[src/rtl/bram_read_arbiter.sv]
// Shares one BRAM read port among burst requesters, issuing sequential word reads and routing returned words back to the owner.
// Define ARB_FIXED_PRIO_EN for fixed lowest-index-wins priority; otherwise arbitration is round-robin.
module bram_read_arbiter #(
    parameter int ADDR_WIDTH   = 32,
    parameter int DATA_WIDTH   = 32,
    parameter int NUM_REQ      = 2,
    parameter int LEN_WIDTH    = 10,
    parameter int READ_LATENCY = 2
) (
    input  logic                          clk,
    input  logic                          reset,
    output logic [ADDR_WIDTH-1:0]         bram_addr,
    output logic                          bram_en,
    input  logic [DATA_WIDTH-1:0]         bram_data,
    input  logic [NUM_REQ-1:0]            req_valid,
    input  logic [NUM_REQ*ADDR_WIDTH-1:0] req_addr,
    input  logic [NUM_REQ*LEN_WIDTH-1:0]  req_len,
    output logic [NUM_REQ-1:0]            req_ready,
    input  logic [NUM_REQ-1:0]            hold,
    output logic [DATA_WIDTH-1:0]         rd_data,
    output logic [NUM_REQ-1:0]            rd_valid,
    output logic [NUM_REQ-1:0]            done,
    output logic                          busy
);

    localparam int OWN_W = (NUM_REQ > 1) ? $clog2(NUM_REQ) : 1;
    localparam logic [ADDR_WIDTH-1:0] STRIDE = ADDR_WIDTH'(DATA_WIDTH / 8);

    typedef enum logic [1:0] {IDLE, ISSUE, DRAIN} state_t;

    state_t                state;
    logic [OWN_W-1:0]      owner;
    logic [ADDR_WIDTH-1:0] cur_addr;
    logic [LEN_WIDTH-1:0]  remaining;
    logic [READ_LATENCY-1:0] vld_p;
    logic [OWN_W-1:0]      own_p [READ_LATENCY];

    logic                  grant_any;
    logic [OWN_W-1:0]      grant_idx;
    logic [ADDR_WIDTH-1:0] grant_addr;
    logic [LEN_WIDTH-1:0]  grant_len;
    logic                  owner_hold;
    logic                  pending;

    function automatic logic [NUM_REQ-1:0] onehot(input logic [OWN_W-1:0] idx);
        onehot = NUM_REQ'(1) << idx;
    endfunction

`ifdef ARB_FIXED_PRIO_EN
    always_comb begin
        grant_any = 1'b0;
        grant_idx = '0;
        for (int i = NUM_REQ - 1; i >= 0; i--) begin
            if (req_valid[i]) begin
                grant_any = 1'b1;
                grant_idx = OWN_W'(i);
            end
        end
    end
`else
    logic [OWN_W-1:0]       rr_ptr;
    logic [OWN_W-1:0]       next_ptr;
    logic [2*NUM_REQ-1:0]   req_rot;
    int                     cand;
    int                     nxt;

    // Rotate requests so the search starts at the index after the last grant
    always_comb begin
        req_rot   = {req_valid, req_valid} >> rr_ptr;
        grant_any = 1'b0;
        cand      = 0;
        for (int i = NUM_REQ - 1; i >= 0; i--) begin
            if (req_rot[i]) begin
                grant_any = 1'b1;
                cand      = int'(rr_ptr) + i;
            end
        end
        if (cand >= NUM_REQ) cand = cand - NUM_REQ;
        grant_idx = OWN_W'(cand);
        nxt = int'(grant_idx) + 1;
        if (nxt >= NUM_REQ) nxt = 0;
        next_ptr = OWN_W'(nxt);
    end
`endif

    always_comb begin
        grant_addr = '0;
        grant_len  = '0;
        owner_hold = 1'b0;
        for (int i = 0; i < NUM_REQ; i++) begin
            if (grant_idx == OWN_W'(i)) begin
                grant_addr = req_addr[i*ADDR_WIDTH +: ADDR_WIDTH];
                grant_len  = req_len[i*LEN_WIDTH +: LEN_WIDTH];
            end
            if (owner == OWN_W'(i)) owner_hold = hold[i];
        end
    end

    // Words still owed: the address on the port now plus all but the stage about to retire
    always_comb begin
        pending = bram_en;
        for (int i = 0; i < READ_LATENCY - 1; i++) pending = pending | vld_p[i];
    end

    assign busy = (state != IDLE);

    always_ff @(posedge clk or posedge reset) begin
        if (reset) begin
            state     <= IDLE;
            owner     <= '0;
            cur_addr  <= '0;
            remaining <= '0;
`ifndef ARB_FIXED_PRIO_EN
            rr_ptr    <= '0;
`endif
            bram_addr <= '0;
            bram_en   <= 1'b0;
            req_ready <= '0;
            rd_data   <= '0;
            rd_valid  <= '0;
            done      <= '0;
            vld_p     <= '0;
            for (int i = 0; i < READ_LATENCY; i++) own_p[i] <= '0;
        end else begin
            req_ready <= '0;
            done      <= '0;
            bram_en   <= 1'b0;

            // Return pipeline: stage 0 follows the issued strobe, last stage retires to rd_*
            vld_p[0] <= bram_en;
            own_p[0] <= owner;
            for (int i = 1; i < READ_LATENCY; i++) begin
                vld_p[i] <= vld_p[i-1];
                own_p[i] <= own_p[i-1];
            end
            rd_data  <= bram_data;
            rd_valid <= vld_p[READ_LATENCY-1] ? onehot(own_p[READ_LATENCY-1]) : '0;

            case (state)
                IDLE: begin
                    if (grant_any) begin
                        req_ready <= onehot(grant_idx);
                        owner     <= grant_idx;
                        cur_addr  <= grant_addr;
                        remaining <= grant_len;
`ifndef ARB_FIXED_PRIO_EN
                        rr_ptr    <= next_ptr;
`endif
                        state     <= (grant_len == '0) ? DRAIN : ISSUE;
                    end
                end
                ISSUE: begin
                    if (!owner_hold) begin
                        bram_en   <= 1'b1;
                        bram_addr <= cur_addr;
                        cur_addr  <= cur_addr + STRIDE;
                        remaining <= remaining - LEN_WIDTH'(1);
                        if (remaining == LEN_WIDTH'(1)) state <= DRAIN;
                    end
                end
                DRAIN: begin
                    if (!pending) begin
                        done  <= onehot(owner);
                        state <= IDLE;
                    end
                end
                default: state <= IDLE;
            endcase
        end
    end

endmodule

[config.mk]
export PLATFORM = sky130hd
export DESIGN_NAME = bram_read_arbiter
export DESIGN_NICKNAME = d
export VERILOG_FILES = /design/src/rtl/bram_read_arbiter.sv
export SDC_FILE = /design/constraint.sdc
export NUM_CORES = 1
export LEC_CHECK = 0
export ABC_AREA = 0
export CAP_MARGIN = 30
export CORE_MARGIN = 5
export CORE_UTILIZATION = 40
export DETAILED_ROUTE_END_ITERATION = 10
export PLACE_DENSITY = 0.72
export SLEW_MARGIN = 10
export SYNTH_ARGS = -nofsm -noshare
export SYNTH_HDL_FRONTEND = slang
export SYNTH_SLANG_ARGS = --single-unit
[constraint.sdc]
create_clock -name clk -period 4.9 [get_ports clk]
set_clock_uncertainty 0.15 [all_clocks]
set_input_delay 0.98 -clock clk [delete_from_list [all_inputs] [get_ports clk]]
set_output_delay 0.98 -clock clk [all_outputs]
set_load 0.01 [all_outputs]
==> results of run 1 <==
-- final cells by class --
| type | instances | area [sq um] |
|---|---|---|
| inverters | 10 | 40.0 |
| repair buffers | 202 | 2040 |
| clock inverters | 14 | 173 |
| clock buffers | 18 | 429 |
| flip-flops and latches | 121 | 3030 |
| well taps | 180 | 225 |
| fillers | 1151 | 5530 |
| multi-input cells | 421 | 2420 |
-- through the flow --
| step | setup WS (ns) | instances |
|---|---|---|
| 2_1_floorplan | 0.556 | 589 |
| 3_3_place_gp | 1.54 | 932 |
| 3_5_place_dp | 1.49 | 934 |
| 4_1_cts | 1.61 | 966 |
| 5_1_grt | 1.48 | 966 |
| 6_report | 1.59 | 966 |
-- final timing paths --
check                                to      from  cells after the start  slack, ns
min in group asynchronous   rd_data[23]     reset                      2       0.93
hold reg to reg                own_p[0]  own_p[1]                      0       0.20
setup / recovery                   busy  state[0]                      2       1.59
max in group asynchronous  remaining[7]     reset                      3       2.86
hold / removal                 own_p[0]  own_p[1]                      0       0.20
setup reg to reg           cur_addr[29]  state[0]                      6       2.13
-- cell usage in the layout (no fill, tap or decap), drive strengths merged, types with 12 or more instances in the layout --
cell type | Yosys | routed
a21oi | 33 | 33
clkbuf | 22 | 18
clkdlybuf4s50 | 0 | 193
dfrtp | 121 | 121
inv | 10 | 12
mux2 | 17 | 17
mux2i | 15 | 15
nand2 | 149 | 149
nand3 | 14 | 14
nor2 | 33 | 33
nor3 | 17 | 17
o21ai | 21 | 21
o22ai | 13 | 13
-- report_power, final --
part | switching, mW | leakage, nW | internal (mW)
logic | 1.19 | 1.89 | 0.956
clock network | 0.464 | 0.279 | 0.801
registers | 0.333 | 1.46 | 1.35
-- state kept, by name, summed over array words and instances (netlist names) --
signal / count
state: 2
done: 2
rd_data: 32
rr_ptr: 1
vld_p: 2
cur_addr: 32
rd_valid: 2
bram_en: 1
req_ready: 2
own_p: 2
remaining: 10
bram_addr: 32
owner: 1
-- synth_stat cells, types with 2 or more instances --
cell type,n
or4_1,2
a21o_1,4
ha_1,3
buf_1,4
and2_1,4
buf_2,9
nand2_1,149
nor3_1,17
and4_1,3
or3_1,4
a311oi_1,4
clkbuf_8,2
nor4_1,8
a32o_1,4
inv_1,10
and4_2,2
a31oi_1,5
mux2i_1,15
dfrtp_1,121
mux2_2,17
nor2_1,33
a31o_2,2
and3_1,10
nand4_1,10
nand3_1,14
or2_0,2
a2bb2oi_1,3
a221oi_1,3
o22a_1,3
o21ai_0,21
a211oi_1,5
o22ai_1,13
o31ai_1,3
a21oi_1,33
o32a_1,2
nor2b_1,2
o311a_1,2
nand2b_1,2
clkbuf_1,20
-- metal layers --
layer	track usage, %	routed length (um)	vias up
met5	0	0	-
met3	4.82	1430	32
met2	33.4	8340	247
li1	-	-	2465
met4	7.41	290	0
met1	27.5	7230	2507
-- kinds of logic after synthesis --
kind of cell / share of synthesized area, %
AOI/OAI and AO/OA: 14.1
buffers and inverters: 3.97
adders and majority gates: 0.665
and+or+nand+nor: 21.6
muxes: 6.05
DFF: 53.6
==> flow_results.org, run 1 <==
** Clock network
- In this run the clock root is driven by a clkbuf_16.
- Once the clock tree was built, the setup fixing pass inserted 0 buffers.
- Clock-pin slew was measured on the worst setup and hold paths at roughly 0.060 ns.
- Source-to-sink clock delay at the later pin of the worst-skew pair :: between 0.4 and 0.5 ns
- Post_cts resized :: 0
- TritonCTS built the clock tree.
- # hold bufs at CTS :: 0
- Clock buffers created by TritonCTS :: 17
- In this run the number of H-tree levels came out at 4.
- No sink is reached through more buffers than the 2 on the longest clock path.
- Sink Count :: 121

** Pwr
- Static power due to leakage :: 3.63 nW
- Worst VDD drop :: approximately 0.37 mV
- Post-route total power :: around 5 mW
- Pwr per Cell Area :: roughly 610 nW/um^2

** Setup path
- STA puts the critical path data required time at between 3 and 4 ns.
- Max incr delay on CP :: 0.72 ns
- Series of cell instances along the critical path :: or2_0 -> clkdlybuf4s50_1
- Counting both buffers and inverters, the worst setup path holds a total of 1.
- By startpoint and endpoint, the worst setup path is classified as register to output pin.
- Critical Path Sink Type :: output pin
- STA puts the critical path data arrival time at roughly 2.2 ns.
- Slowest-stage cell, CP :: dfrtp_1
- Max FO, Critical Path :: 16
- Worst Setup Start Kind :: register
- Among cell families on the critical path, the largest total delay comes from flip-flops.

** Synth
- Sequential element share of the synthesized area :: between 50% and 60%
- The number of different library cells used by synthesis comes to 58.
- Synthesis-stage register bit count :: 121
- Leading area contributor after synthesis :: dfrtp_1
- The synthesized netlist occupies a cell area of approximately 5600 sq um.
- During synthesis, Yosys emitted a total of 0 warnings.
- Post-synth ARST share :: 100%
- By area the synthesized netlist is led by dfrtp_1, nand2_1, mux2_2.
- Among all flip-flop cells after synthesis, the most frequent one is dfrtp_1.
- The synthesized design devotes to its leading area cell type 53.6% of total area.
- Synthesis produced a netlist with a net count of around 710.
- Yosys mapped a number of flops with a built-in enable equal to 0.
- After technology mapping, the gate count stands at 589.
- Average cell area after synthesis :: approximately 9.6 sq um

** Timing
- Setup repair after global routing left no endpoint under its margin.
- Max Freq :: about 0.3 GHz
- The number of hold violations in the final report was 0.
- Setup violations remaining at the end of the flow were counted as 0.
- Share of the cycle needed by the critical path after routing :: between 60% and 70%
- For the pin with the worst max-slew slack, the measured transition is between 0.8 and 0.9 ns.
- Worst relative slew slack :: between 40% and 50%
- On the final layout, the worst hold slack is about 0.2 ns.
- Final TNS setup :: 0 ns
- The number of slew-limit violations in the final report came to 0.
- The worst path in the final design needs a cycle of approximately 3.3 ns, including I/O delays and setup.

** Die
- The floorplan step defined a die boundary enclosing 16600 sq um.
- In this run the core area contains 43 standard-cell rows.
- The initial utilization of the core area, before any placement, comes to between 40% and 50%.
- Die outline width :: 129 um
- During I/O placement, the number of pins put on the boundary was between 150 and 200.
- Placeable core area :: approximately 14000 sq um
- In this run the vertical extent of the chip is around 130 um.

** Outcome
- Run status :: complete, no violations

** GRT
- The first global-routing pass estimated around 27 mm of wire.
- Global routing consumed, over all layers together, about a fifth of the routing resources.
- Pin count of the biggest net entering global routing :: 65
- The initial antenna violation count is 0.
- Number of global-route vias before repair :: roughly 5300
- After global routing the overflow that remains totals 0.

** Min path
- Kind of path behind the tightest hold check :: register to register

** Layout
- Design area :: around 8300 sq um
- Nets :: ~900
- The repair_antennas step left the layout with diodes totalling 0.
- At the end of the flow the core is filled with cells to around three fifths.
- Relative to the synthesized area, the layout overhead comes to 47.9%.
- Cells with a size suffix above 1 make up ~9.0% of the layout.

** Detailed routing
- WL final :: 17.3 mm
- The pre-antenna-repair detailed-routing pass consisted of 7 iterations.
- Dividing the detail-routed wire length by the instance count gives ~18 um.
- Dividing the detail-routed via count by the number of cells gives between 5 and 6.
- The detailed router placed 5251 vias in this run.
- Detailed Route Iter0 Violations :: 480
- Post-detailed-route DRC marker count :: 0
- Number of routed nets with antenna violations :: 0

** Place
- Sum of net half-perimeters after detailed placement :: roughly 12 mm
- Area after DPL :: slightly below 8000 sq um
- The count of buffers added on input and output ports is a little under 200.
- Routability cong. :: 0.898

** Run
- Max-cap violations in this run came to 0.
Note: power is estimated with default switching activity, not from simulation.
==> inputs of run 2 (changes only) <==
- PLACE_DENSITY: 0.72 -> 0.75
- clock period: 4.9 -> 2.8 ns (I/O delays scaled with it)
==> run 2 against run 1 <==
  * Sequential share of layout area down 0.36 points
  * Global-route usage grew 1.1 points
  * Routed wire length up 4.0%
==> flow_results.org, run 2 (same netlist as run 1, synthesis figures left out) <==
** Setup path
- The timing startpoint of the critical path was state[0] (unchanged).
- Reg2Reg Capture Point :: cur_addr[30] (was cur_addr[29])
- The data required time of the worst path was 2.09 ns (was 3.77 ns).
- Slowest-stage cell, CP :: clkdlybuf4s50_1 (was dfrtp_1)
- The source of the worst register-to-register timing path was cur_addr[2] (was state[0]).
- Max incr delay on CP :: 0.62 ns (was 0.72 ns)
- Crit path buffers/inverters :: 1 (unchanged)
- The path type of the worst setup path is register to output pin (unchanged).
- Worst Setup Start Kind :: register (unchanged)
- Family with the most delay on the worst path :: buffers and inverters (was flip-flops)
- The number of cells on the critical path is 2 (unchanged).
- Slack of the worst reg-to-reg path :: 0.28 ns (was 2.13 ns)
- Crit path to :: busy (unchanged)
- Series of cell instances along the critical path :: or2_0 -> clkdlybuf4s50_1 (unchanged)
- The depth of the worst register-to-register path came to 7 (was 6).
- The category of the worst setup path capture point is an output pin (unchanged).
- The arrival time at the worst endpoint was 1.94 ns (was 2.18 ns).
- The highest fanout seen on the critical path is 8 (was 16).

** Detailed routing
- The vias after detailed routing was 5316 (was 5251).
- Number of routed nets with antenna violations :: 0 (unchanged)
- Average wire per cell in the routed design :: 18.4 um (was 17.9 um)
- Detailed Route Iter0 Violations :: 414 (was 480)
- WL final :: 18.0 mm (was 17.3 mm)
- The via density per instance was 5.44 (about the same).
- The first-pass iteration count of the detailed router is 5 (was 7).
- Post-detailed-route DRC marker count :: 0 (unchanged)

** Clock network
- The number of H-tree levels came to 4 (unchanged).
- The clock tree from TritonCTS is done (unchanged).
- Sink Count :: 121 (unchanged)
- Source-to-sink clock delay at the later pin of the worst-skew pair :: 0.42 ns (was 0.41 ns)
- The total of cells resized after clock tree synthesis is 0 (unchanged).
- CTS root buffer :: clkbuf_16 (unchanged)
- The buffer levels on the longest clock path came to 2 (unchanged).
- The post-CTS repair timing setup buffer count was 0 (unchanged).
- # hold bufs at CTS :: 0 (unchanged)
- Clock buffers created by TritonCTS :: 17 (unchanged)
- The register clock-pin slew on the reported worst setup and hold paths was 0.06 ns (about the same).

** Place
- The quantity of I/O buffers inserted on ports is 193 (unchanged).
- Sum of net half-perimeters after detailed placement :: 13.2 mm (was 12.3 mm)
- The routability congestion estimate from global placement came to 0.866 (was 0.898).

** GRT
- The met2 capacity usage during global routing was 35.9% (was 33.4%).
- The wire length of the first global-routing pass came to 28.5 mm (was 27.3 mm).
- Grt peak-use layer :: met2 (unchanged)
- The largest net degree at the start of global routing came to 74 (was 65).
- The total overflow reported by the global router is 0 (unchanged).
- Initial antenna violation count :: 0 (unchanged)
- The global routing usage on met3 was 5.56% (was 4.82%).
- Global routing usage on met1 :: 27.9% (was 27.5%)
- Number of global-route vias before repair :: 5491 (was 5326)
- The global router's overall resource usage was 21.9% (was 20.7%).

** Layout
- Nets :: 910 (was 898)
- The share of final-layout standard cells stronger than drive strength 1 was 10.3% (was 9.03%).
- Number of inserted diodes :: 0 (unchanged)
- The most common cell after layout, fill and taps aside is clkdlybuf4s50_1 (unchanged).
- The relative area change from synthesis to final layout came to 49.4% (was 47.9%).
- Highest-count cells in the layout ignoring fill and taps :: clkdlybuf4s50_1, nand2_1, dfrtp_1, nor2_1, a21oi_1 (unchanged)
- Registers with the most flip-flops :: bram_addr x32, cur_addr x32, rd_data x32 (unchanged)

** Timing
- Finish-stage setup viols :: 0 (unchanged)
- RSZ-0062 raised after global routing :: false (unchanged)
- For the finished layout, the period the worst path requires is 2.65 ns.
- Worst relative slew slack :: 59.8% (was 40.2%)
- Worst hold margin :: 0.197 ns (was 0.202 ns)
- The number of hold violations in the final report is 0 (unchanged).
- Max-slew violation count :: 0 (unchanged)
- Final TNS setup :: 0 ns (unchanged)
- Derived from the worst setup path, the maximum achievable clock frequency is approximately 0.38 GHz.
- Worst-margin pin slew :: 0.603 ns (was 0.894 ns)
- Of the available clock period, the critical path in the final layout requires roughly 95%.

** Outcome
- Run status: complete, no violations (unchanged).

** Pwr
- Static power due to leakage :: 3.68 nW (was 3.63 nW)
- The power density over the cells came to 1060 nW/um^2 (was 610 nW/um^2).
- Worst VDD drop :: 0.465 mV (was 0.371 mV)

** Run
- The number of maximum-capacitance violations came to 0 (unchanged).

** Die
- Chip height :: 129 um (unchanged)
- The floorplan core area is 13900 sq um (unchanged).
- The width of the die is 129 um (unchanged).
- # IOs :: 194 (unchanged)
- The number of rows created at floorplan is 43 (unchanged).
- The area of the die is 16600 sq um (unchanged).
- Effective utilization at floorplan :: 40.7% (unchanged)

** Min path
- Kind of path behind the tightest hold check :: register to register (unchanged)
-- run 2: cell types whose count changed in the layout (fill, tap and decap cells not counted), sizes merged --
cell and change:
inv -2, bufinv -1, buf +12, clkbuf +2
-- run 2: area by class of cell --
cell class | instances | area (sq um)
timing repair buffer | 214 | 2140
tap | 180 | 225
clock buffer | 20 | 457
multi-input combinational | 421 | 2420
fill | 1181 | 5450
inverter | 10 | 41.3
sequential | 121 | 3030
clock inverter | 11 | 123
-- run 2: power breakdown --
| group | switching [mW] | total [mW] | internal (mW) |
|---|---|---|---|
| Combinational | 2.14 | 3.90 | 1.76 |
| Clock | 0.788 | 2.14 | 1.35 |
| Sequential | 0.546 | 2.90 | 2.36 |
-- run 2: how the worst min path moves through the flow --
stage / cells past startpoint / to / startpoint
floorplan: 0 / own_p[0] / own_p[1]
global placement: 0 / own_p[0] / own_p[1]
detailed placement: 0 / own_p[0] / own_p[1]
CTS: 0 / own_p[0] / own_p[1]
global route: 0 / own_p[0] / own_p[1]
finish: 0 / own_p[0] / own_p[1]
-- run 2: routing by layer --
layer | vias up | wire [um]
li1 | 2479 | -
met1 | 2589 | 7520
met2 | 211 | 8740
met3 | 37 | 1310
met4 | 0 | 418
met5 | - | 0
-- run 2: worst register-to-register path, cell delays in order (launching register included) --
cell	delay (ns)
dfrtp_1	0.46
ha_1	0.27
and4_2	0.30
nand4_1	0.31
nor3_1	0.34
buf_4	0.18
a311oi_1	0.09
a221oi_1	0.30
-- run 2: metrics by stage --
step                power, mW  instance area (sq um)  cells  util, %  setup WS, ns
CTS                      8.98                   8430    977     60.7         0.125
detailed placement       6.81                   7850    946     56.6         0.203
global route             9.54                   8430    977     60.7        0.0550
finish                   8.94                   8430    977     60.7         0.154
global placement         6.67                   7850    946     56.6         0.286
floorplan                5.18                   5650    589        -         0.607
